--- src/rtl/sound_psg_env.sv ---
// Programmable sound generator: square/noise tone voices with volume envelopes,
// mixed on every prescaler tick into a saturated, registered output sample.
module sound_psg_env #(
  parameter int NVOICES     = 4,
  parameter int PERIOD_BITS = 12,
  parameter int VOL_BITS    = 4,
  parameter int OUT_BITS    = 8,
  parameter int PRESCALE    = 64
) (
  input  logic                clk,
  input  logic                reset,
  input  logic [4:0]          reg_sel,
  input  logic [7:0]          reg_data,
  input  logic                reg_write,
  output logic [OUT_BITS-1:0] out,
  output logic                sample_strobe
);

  localparam int          PRE_BITS  = $clog2(PRESCALE);
  localparam int          SUM_MAX   = NVOICES * ((1 << VOL_BITS) - 1);
  localparam int          SUM_BITS  = $clog2(SUM_MAX + 1);
  localparam longint      OUT_MAX   = (64'd1 << OUT_BITS) - 1;
  localparam logic [15:0] LFSR_SEED = 16'hACE1;

  logic [PRE_BITS-1:0]    presc_q, presc_d;
  logic [PERIOD_BITS-1:0] period_q [NVOICES];
  logic [PERIOD_BITS-1:0] period_d [NVOICES];
  logic [PERIOD_BITS-1:0] cnt_q [NVOICES];
  logic [PERIOD_BITS-1:0] cnt_d [NVOICES];
  logic [VOL_BITS-1:0]    volume_q [NVOICES];
  logic [VOL_BITS-1:0]    volume_d [NVOICES];
  logic [VOL_BITS-1:0]    level_q [NVOICES];
  logic [VOL_BITS-1:0]    level_d [NVOICES];
  logic [7:0]             env_rate_q [NVOICES];
  logic [7:0]             env_rate_d [NVOICES];
  logic [7:0]             rate_cnt_q [NVOICES];
  logic [7:0]             rate_cnt_d [NVOICES];
  logic [NVOICES-1:0]     square_q, square_d;
  logic [NVOICES-1:0]     noise_sel_q, noise_sel_d;
  logic [NVOICES-1:0]     env_en_q, env_en_d;
  logic [NVOICES-1:0]     env_up_q, env_up_d;
  logic [NVOICES-1:0]     mask_q, mask_d;
  logic [7:0]             noise_per_q, noise_per_d;
  logic [7:0]             noise_cnt_q, noise_cnt_d;
  logic [15:0]            lfsr_q, lfsr_d;
  logic [OUT_BITS-1:0]    out_q, out_d;
  logic                   strobe_q, strobe_d;

  logic                   tick;
  logic [2:0]             wr_voice;
  logic [1:0]             wr_field;
  logic [NVOICES-1:0]     wave;
  logic [SUM_BITS-1:0]    sum;

  assign tick          = (presc_q == PRE_BITS'(PRESCALE - 1));
  assign wr_voice      = reg_sel[4:2];
  assign wr_field      = reg_sel[1:0];
  assign out           = out_q;
  assign sample_strobe = strobe_q;

  always_comb begin
    wave = '0;
    sum  = '0;
    for (int v = 0; v < NVOICES; v++) begin
      wave[v] = noise_sel_q[v] ? lfsr_q[0] : square_q[v];
      if (mask_q[v] && wave[v]) sum = sum + SUM_BITS'(level_q[v]);
    end
  end

  // Tick updates run on pre-write state; a coincident write then overrides,
  // so an envelope restart wins over a same-edge envelope step.
  always_comb begin
    presc_d     = tick ? '0 : presc_q + PRE_BITS'(1);
    period_d    = period_q;
    cnt_d       = cnt_q;
    volume_d    = volume_q;
    level_d     = level_q;
    env_rate_d  = env_rate_q;
    rate_cnt_d  = rate_cnt_q;
    square_d    = square_q;
    noise_sel_d = noise_sel_q;
    env_en_d    = env_en_q;
    env_up_d    = env_up_q;
    mask_d      = mask_q;
    noise_per_d = noise_per_q;
    noise_cnt_d = noise_cnt_q;
    lfsr_d      = lfsr_q;
    out_d       = out_q;
    strobe_d    = tick;

    if (tick) begin
      if (64'(sum) > OUT_MAX) out_d = '1;
      else                    out_d = OUT_BITS'(sum);

      for (int v = 0; v < NVOICES; v++) begin
        if (period_q[v] == '0) begin
          square_d[v] = 1'b0;
          cnt_d[v]    = '0;
        end else if (cnt_q[v] >= period_q[v]) begin
          square_d[v] = ~square_q[v];
          cnt_d[v]    = '0;
        end else begin
          cnt_d[v] = cnt_q[v] + PERIOD_BITS'(1);
        end

        if (env_en_q[v]) begin
          if (rate_cnt_q[v] >= env_rate_q[v]) begin
            rate_cnt_d[v] = '0;
            if (env_up_q[v]) begin
              if (level_q[v] != '1) level_d[v] = level_q[v] + VOL_BITS'(1);
            end else begin
              if (level_q[v] != '0) level_d[v] = level_q[v] - VOL_BITS'(1);
            end
          end else begin
            rate_cnt_d[v] = rate_cnt_q[v] + 8'd1;
          end
        end
      end

      // Taps 16,14,13,11 shifting right; maximal length keeps it off all-zero.
      if (noise_cnt_q >= noise_per_q) begin
        lfsr_d      = {lfsr_q[0] ^ lfsr_q[2] ^ lfsr_q[3] ^ lfsr_q[5], lfsr_q[15:1]};
        noise_cnt_d = '0;
      end else begin
        noise_cnt_d = noise_cnt_q + 8'd1;
      end
    end

    if (reg_write) begin
      for (int v = 0; v < NVOICES; v++) begin
        if (wr_voice == 3'(v)) begin
          case (wr_field)
            2'd0: period_d[v][7:0] = reg_data;
            2'd1: period_d[v][PERIOD_BITS-1:8] = reg_data[PERIOD_BITS-9:0];
            2'd2: begin
              noise_sel_d[v] = reg_data[7];
              env_en_d[v]    = reg_data[6];
              env_up_d[v]    = reg_data[5];
              volume_d[v]    = reg_data[VOL_BITS-1:0];
              level_d[v]     = reg_data[VOL_BITS-1:0];
              rate_cnt_d[v]  = '0;
            end
            default: env_rate_d[v] = reg_data;
          endcase
        end
      end
      if (wr_voice == 3'd7) begin
        if (wr_field == 2'd0) mask_d      = reg_data[NVOICES-1:0];
        if (wr_field == 2'd1) noise_per_d = reg_data;
      end
    end
  end

  always_ff @(posedge clk or negedge reset) begin
    if (!reset) begin
      presc_q     <= '0;
      square_q    <= '0;
      noise_sel_q <= '0;
      env_en_q    <= '0;
      env_up_q    <= '0;
      mask_q      <= '0;
      noise_per_q <= '0;
      noise_cnt_q <= '0;
      lfsr_q      <= LFSR_SEED;
      out_q       <= '0;
      strobe_q    <= 1'b0;
      for (int v = 0; v < NVOICES; v++) begin
        period_q[v]   <= '0;
        cnt_q[v]      <= '0;
        volume_q[v]   <= '0;
        level_q[v]    <= '0;
        env_rate_q[v] <= '0;
        rate_cnt_q[v] <= '0;
      end
    end else begin
      presc_q     <= presc_d;
      square_q    <= square_d;
      noise_sel_q <= noise_sel_d;
      env_en_q    <= env_en_d;
      env_up_q    <= env_up_d;
      mask_q      <= mask_d;
      noise_per_q <= noise_per_d;
      noise_cnt_q <= noise_cnt_d;
      lfsr_q      <= lfsr_d;
      out_q       <= out_d;
      strobe_q    <= strobe_d;
      for (int v = 0; v < NVOICES; v++) begin
        period_q[v]   <= period_d[v];
        cnt_q[v]      <= cnt_d[v];
        volume_q[v]   <= volume_d[v];
        level_q[v]    <= level_d[v];
        env_rate_q[v] <= env_rate_d[v];
        rate_cnt_q[v] <= rate_cnt_d[v];
      end
    end
  end

endmodule

--- config.mk ---
export PLATFORM = sky130hd
export DESIGN_NAME = sound_psg_env
export DESIGN_NICKNAME = d
export VERILOG_FILES = /design/src/rtl/sound_psg_env.sv
export SDC_FILE = /design/constraint.sdc
export NUM_CORES = 1
export LEC_CHECK = 0
export ABC_AREA = 1
export BUFFER_PORTS_ARGS = -buffer_cell sky130_fd_sc_hd__buf_2
export CORE_MARGIN = 4
export CORE_UTILIZATION = 55
export DETAILED_ROUTE_END_ITERATION = 7
export PLACE_DENSITY = 0.73
export SYNTH_ARGS = -nofsm -noshare
export SYNTH_HDL_FRONTEND = slang
export SYNTH_SLANG_ARGS = --single-unit
--- constraint.sdc ---
create_clock -name clk -period 10.8 [get_ports clk]
set_input_delay 0 -clock clk [delete_from_list [all_inputs] [get_ports clk]]
set_output_delay 0 -clock clk [all_outputs]
set_load 0.05 [all_outputs]
==> results.md <==
Power:
- Power spread over the standard cell area amounts to 161.4 nW/um2.
- The cell internal power dissipation is 1.743 mW.
- The net switching power is between 700 and 800 uW.
- Of the total power, combinational logic draws 0.171.
- The leakage dissipation is 7.484 nW.
- Of the total power, the share spent switching nets is 0.2966.
- VDD sags by at most approximately 140 uV.
- The share of total power in the clock network is 0.403.
- The part of the power in registers is 0.426.
- The total power is 2.479 mW.

Global routing:
- The first global-routing pass estimated 52780 um of wire.
- The number of antenna violations at the first check in global routing is 0.
- The global route total overflow is 0.
- Entering global routing, the biggest net connects 115 pins.
- Across every metal layer, demand over resource in global routing totals 0.2244.
- The number of global-route vias before repair came to 11070.

Yosys:
- Of the post-synthesis cell area, the part taken by muxes is 0.
- Of the total synthesized cell area, the portion taken by full adders, half adders and majority gates is 0.1119.
- The compound-gate portion of the synthesized area was 0.1118.
- The most used flip-flop cell after synthesis is dfrtp_1.
- Synthesis produced 1706 cells.
- Sorting the synthesized cells by area gives the leading types as dfrtp_1 42%, ha_1 11%, nand2_1 9.3%.
- The synthesized-area fraction occupied by and/or/nand/nor cells is 0.2176.
- The summed instance area of the synthesized netlist is 13850 um2.
- The number of warnings issued by yosys is 0.
- The dominant cell by count in the synthesized netlist is nand2_1.
- The count of flip-flops with a built-in enable after synthesis is 0.
- The count of state elements after synthesis is between 200 and 250.
- The number of distinct standard cells referenced by the synthesized netlist is 42.
- In the synthesized netlist the async set-or-reset flop fraction comes to 1.000.
- For this run, the register share of the synthesized area comes to 0.4363.
- The synthesized-area fraction occupied by xor and xnor cells is 0.04681.
- Of the post-synthesis cell area, the dominant cell type holds 0.4211.
- In this run the mean area of a mapped cell was 8.116 um2.
- The commonest cells after synthesis are 342 x nand2_1, 233 x dfrtp_1, 222 x inv_1, 189 x o21ai_0, 166 x nor2_1.
- By area, the combinational part of the netlist is dominated by simple AND/OR/NAND/NOR gates.
- The library cell occupying the most area in the post-synthesis netlist is dfrtp_1.

Placement:
- The HPWL after detailed placement is 21170 um.
- The total of buffers placed on input and output ports is 22.
- The pre-CTS setup slack is a little under 7 ns.
- After detailed placement, the design holds a cell count of slightly above 2000.
- At the end of routability-driven placement, the weighted congestion stood at roughly 0.86.

STA:
- Across all setup checks in the final design, the least slack found is just under 7 ns.
- The setup total negative slack is 0 ns.
- The upper clock frequency limit is 249.2 MHz.
- The worst slew slack as a fraction of its limit is 0.3453.
- Setup repair after global routing left no endpoint under its margin.
- Clock skew on the completed layout was measured at 0.01270 ns.
- Subtracting the final worst setup slack from the clock period gives 4.013 ns.
- The number of setup violations in the final report is 0.
- The share of the clock period used by the worst path after layout is 0.3715.
- The count of final max-slew check failures is 0.
- The final number of hold-violating endpoints is 0.
- The slew of the pin with the lowest slew margin is between 0.9 and 1 ns.

Critical path:
- The worst setup path is launched from a register.
- STA puts the critical path data arrival time at 4.44 ns.
- The register-to-register setup slack is 6.79 ns.
- The critical path start-end classification is register to register.
- The largest fanout on the critical path is 6.
- At the worst endpoint, the required time is roughly 11 ns.
- The kind of capture point of the worst setup path is a register.

Clocking:
- Clock latency on the worst-skew pair, taken at its later pin, is 0.54 ns.
- The cell chosen for the clock root is clkbuf_16.
- The clock transition at the registers of the reported paths is 0.06 ns.
- The number of H-tree levels is 1.
- The clock tree from TritonCTS is yes.
- The clock passes through at most 3 buffers.
- The number of sinks driven by the clock tree is 241.
- The clock buffer count from CTS is 29.

Finish:
- The post-route core utilization is 0.6261.
- The finished layout holds 2085 standard cells, fillers aside.
- Compared with the post-synthesis result, the final layout area differs by 10.93%.
- Of the cells placed in the final design, the portion with a size suffix greater than 1 is 0.05451.
- The number of antenna diodes is 0.
- The number of nets at the end of the flow is 1877.

Min path:
- The tightest min-delay check is of the input pin to register type.

Drt:
- The via count is 11330.
- The violation count after the first detailed-routing iteration is between 700 and 800.
- For this run, design rule violations remaining after detail routing come to 0.
- Dividing the detail-routed wire length by the instance count gives 14.87 um.
- The first TritonRoute pass finished after 5 iterations.
- After detailed routing, the total wire length is ~31000 um.
- In this run the remaining antenna-violating nets after routing total 0.
- The average vias per placed instance is 5.435.

Die:
- Measured along the y axis, the die boundary spans 166.7 um.
- The die width is 166.7 um.
- The standard-cell row count is 57.
- The initial utilization of the core area, before any placement, comes to 0.5644.
- The number of I/O pins is 25.
- The die covers 27780 um2.
- The region available for standard cell placement spans 24530 um2.

Outcome:
- The run finished with clean final reports.

Job:
- The number of maximum-capacitance constraint violations is 0.
cell usage in the layout (no fill, tap or decap), drive strengths merged, types with 11 or more instances in the layout:
| cell type | n |
|---|---|
| o21ai | 191 |
| nor3 | 31 |
| xor2 | 63 |
| clkinv | 12 |
| a21oi | 71 |
| ha | 119 |
| nand4 | 33 |
| nor2 | 169 |
| buf | 26 |
| dlygate4sd3 | 15 |
| nand2 | 342 |
| inv | 228 |
| clkbuf | 34 |
| dfrtp | 233 |
| xnor2 | 11 |
| nand3 | 112 |
worst max-delay path, cell delays in order (launching register included):
cell and delay, ns:
dfstp_2 0.57, nand2_1 0.06, nand2_1 0.13, nand2_1 0.10
nor2_1 0.14, ha_1 0.19, inv_1 0.05, fa_1 0.40
or2_2 0.31, a21oi_1 0.12, a21oi_1 0.07, ha_1 0.36
xor2_1 0.18, o21ai_0 0.22, ha_1 0.31, nand3_1 0.10
nand3_1 0.12, xor2_1 0.16, o21ai_0 0.15, inv_1 0.06
nand2_1 0.06, nand2_1 0.05
cell families (layout without fill, tap and decap cells):
| logic type | count (synthesis) | in the layout |
|---|---|---|
| adders and majority gates | 122 | 122 |
| and+or+nand+nor | 704 | 704 |
| other | 1 | 2 |
| xor gates and xnor gates | 74 | 74 |
| DFF | 241 | 241 |
| buffers and inverters | 270 | 324 |
| AOI/OAI and AO/OA | 294 | 294 |
per-stage QoR:
step	instance area (um2)	hold slack, ns
2_1_floorplan	13850	-0.2956
3_3_place_gp	14220	0.1275
3_5_place_dp	14220	0.1319
4_1_cts	15360	0.01679
5_1_grt	15360	0.04678
6_report	15360	0.04459
registers in the layout, summed over array words and instances, names as in the netlist:
signal / count
lfsr_q: 16
out: 6
square_q: 4
level_q: 16
env_up_q: 4
presc_q: 6
rate_cnt_q: 32
env_rate_q: 32
noise_cnt_q: 8
noise_per_q: 8
mask_q: 4
noise_sel_q: 4
sample_strobe: 1
cnt_q: 48
env_en_q: 4
period_q: 48
layer usage:
| metal | share of wire | vias to the layer above | global-route usage |
|---|---|---|---|
| met3 | 0.048 | 52 | 0.03152 |
| met2 | 0.46 | 241 | 0.3733 |
| met5 | 0 | - | 0 |
| met4 | 0.024 | 0 | 0.06119 |
| li1 | - | 5660 | - |
| met1 | 0.47 | 5379 | 0.3112 |
power by group through the flow:
| stage | logic [mW] | registers, mW | clock network (mW) |
|---|---|---|---|
| 2_1_floorplan | 0.321 | 1.05 | 0 |
| 3_3_place_gp | 0.401 | 1.07 | 0 |
| 3_5_place_dp | 0.418 | 1.07 | 0 |
| 4_1_cts | 0.426 | 1.05 | 1.02 |
| 5_1_grt | 0.501 | 1.07 | 1.06 |
| 6_report | 0.424 | 1.06 | 1.00 |
final timing paths:
path	startpoint	end	cells after the start
max	lfsr_q[0]	out[3]	21
min	reg_data[4]	period_q[4]	3
max reg2reg	lfsr_q[0]	out[3]	21
min reg2reg	presc_q[0]	presc_q[0]	1
max in group asynchronous	reset	level_q[13]	4
min in group asynchronous	reset	cnt_q[19]	2
area by class of cell:
cell class                      instances  area (um2)
Clock inverter                         19       230.2
Timing Repair Buffer                   41       300.3
Multi-Input combinational cell       1196        6765
Fill cell                            2133        9174
Clock buffer                           34       754.5
Inverter                              230       863.3
Tap cell                              324       405.4
Sequential cell                       241        6041
repair_timing:
| action | in CTS | in global routing |
|---|---|---|
| hold buffers | 15 | 0 |
| endpoints found under the hold margin | 130 | 0 |
| setup buffers | 0 | 0 |
| resized for setup | 0 | 0 |
No activity file was read; power rests on OpenSTA's default activity.
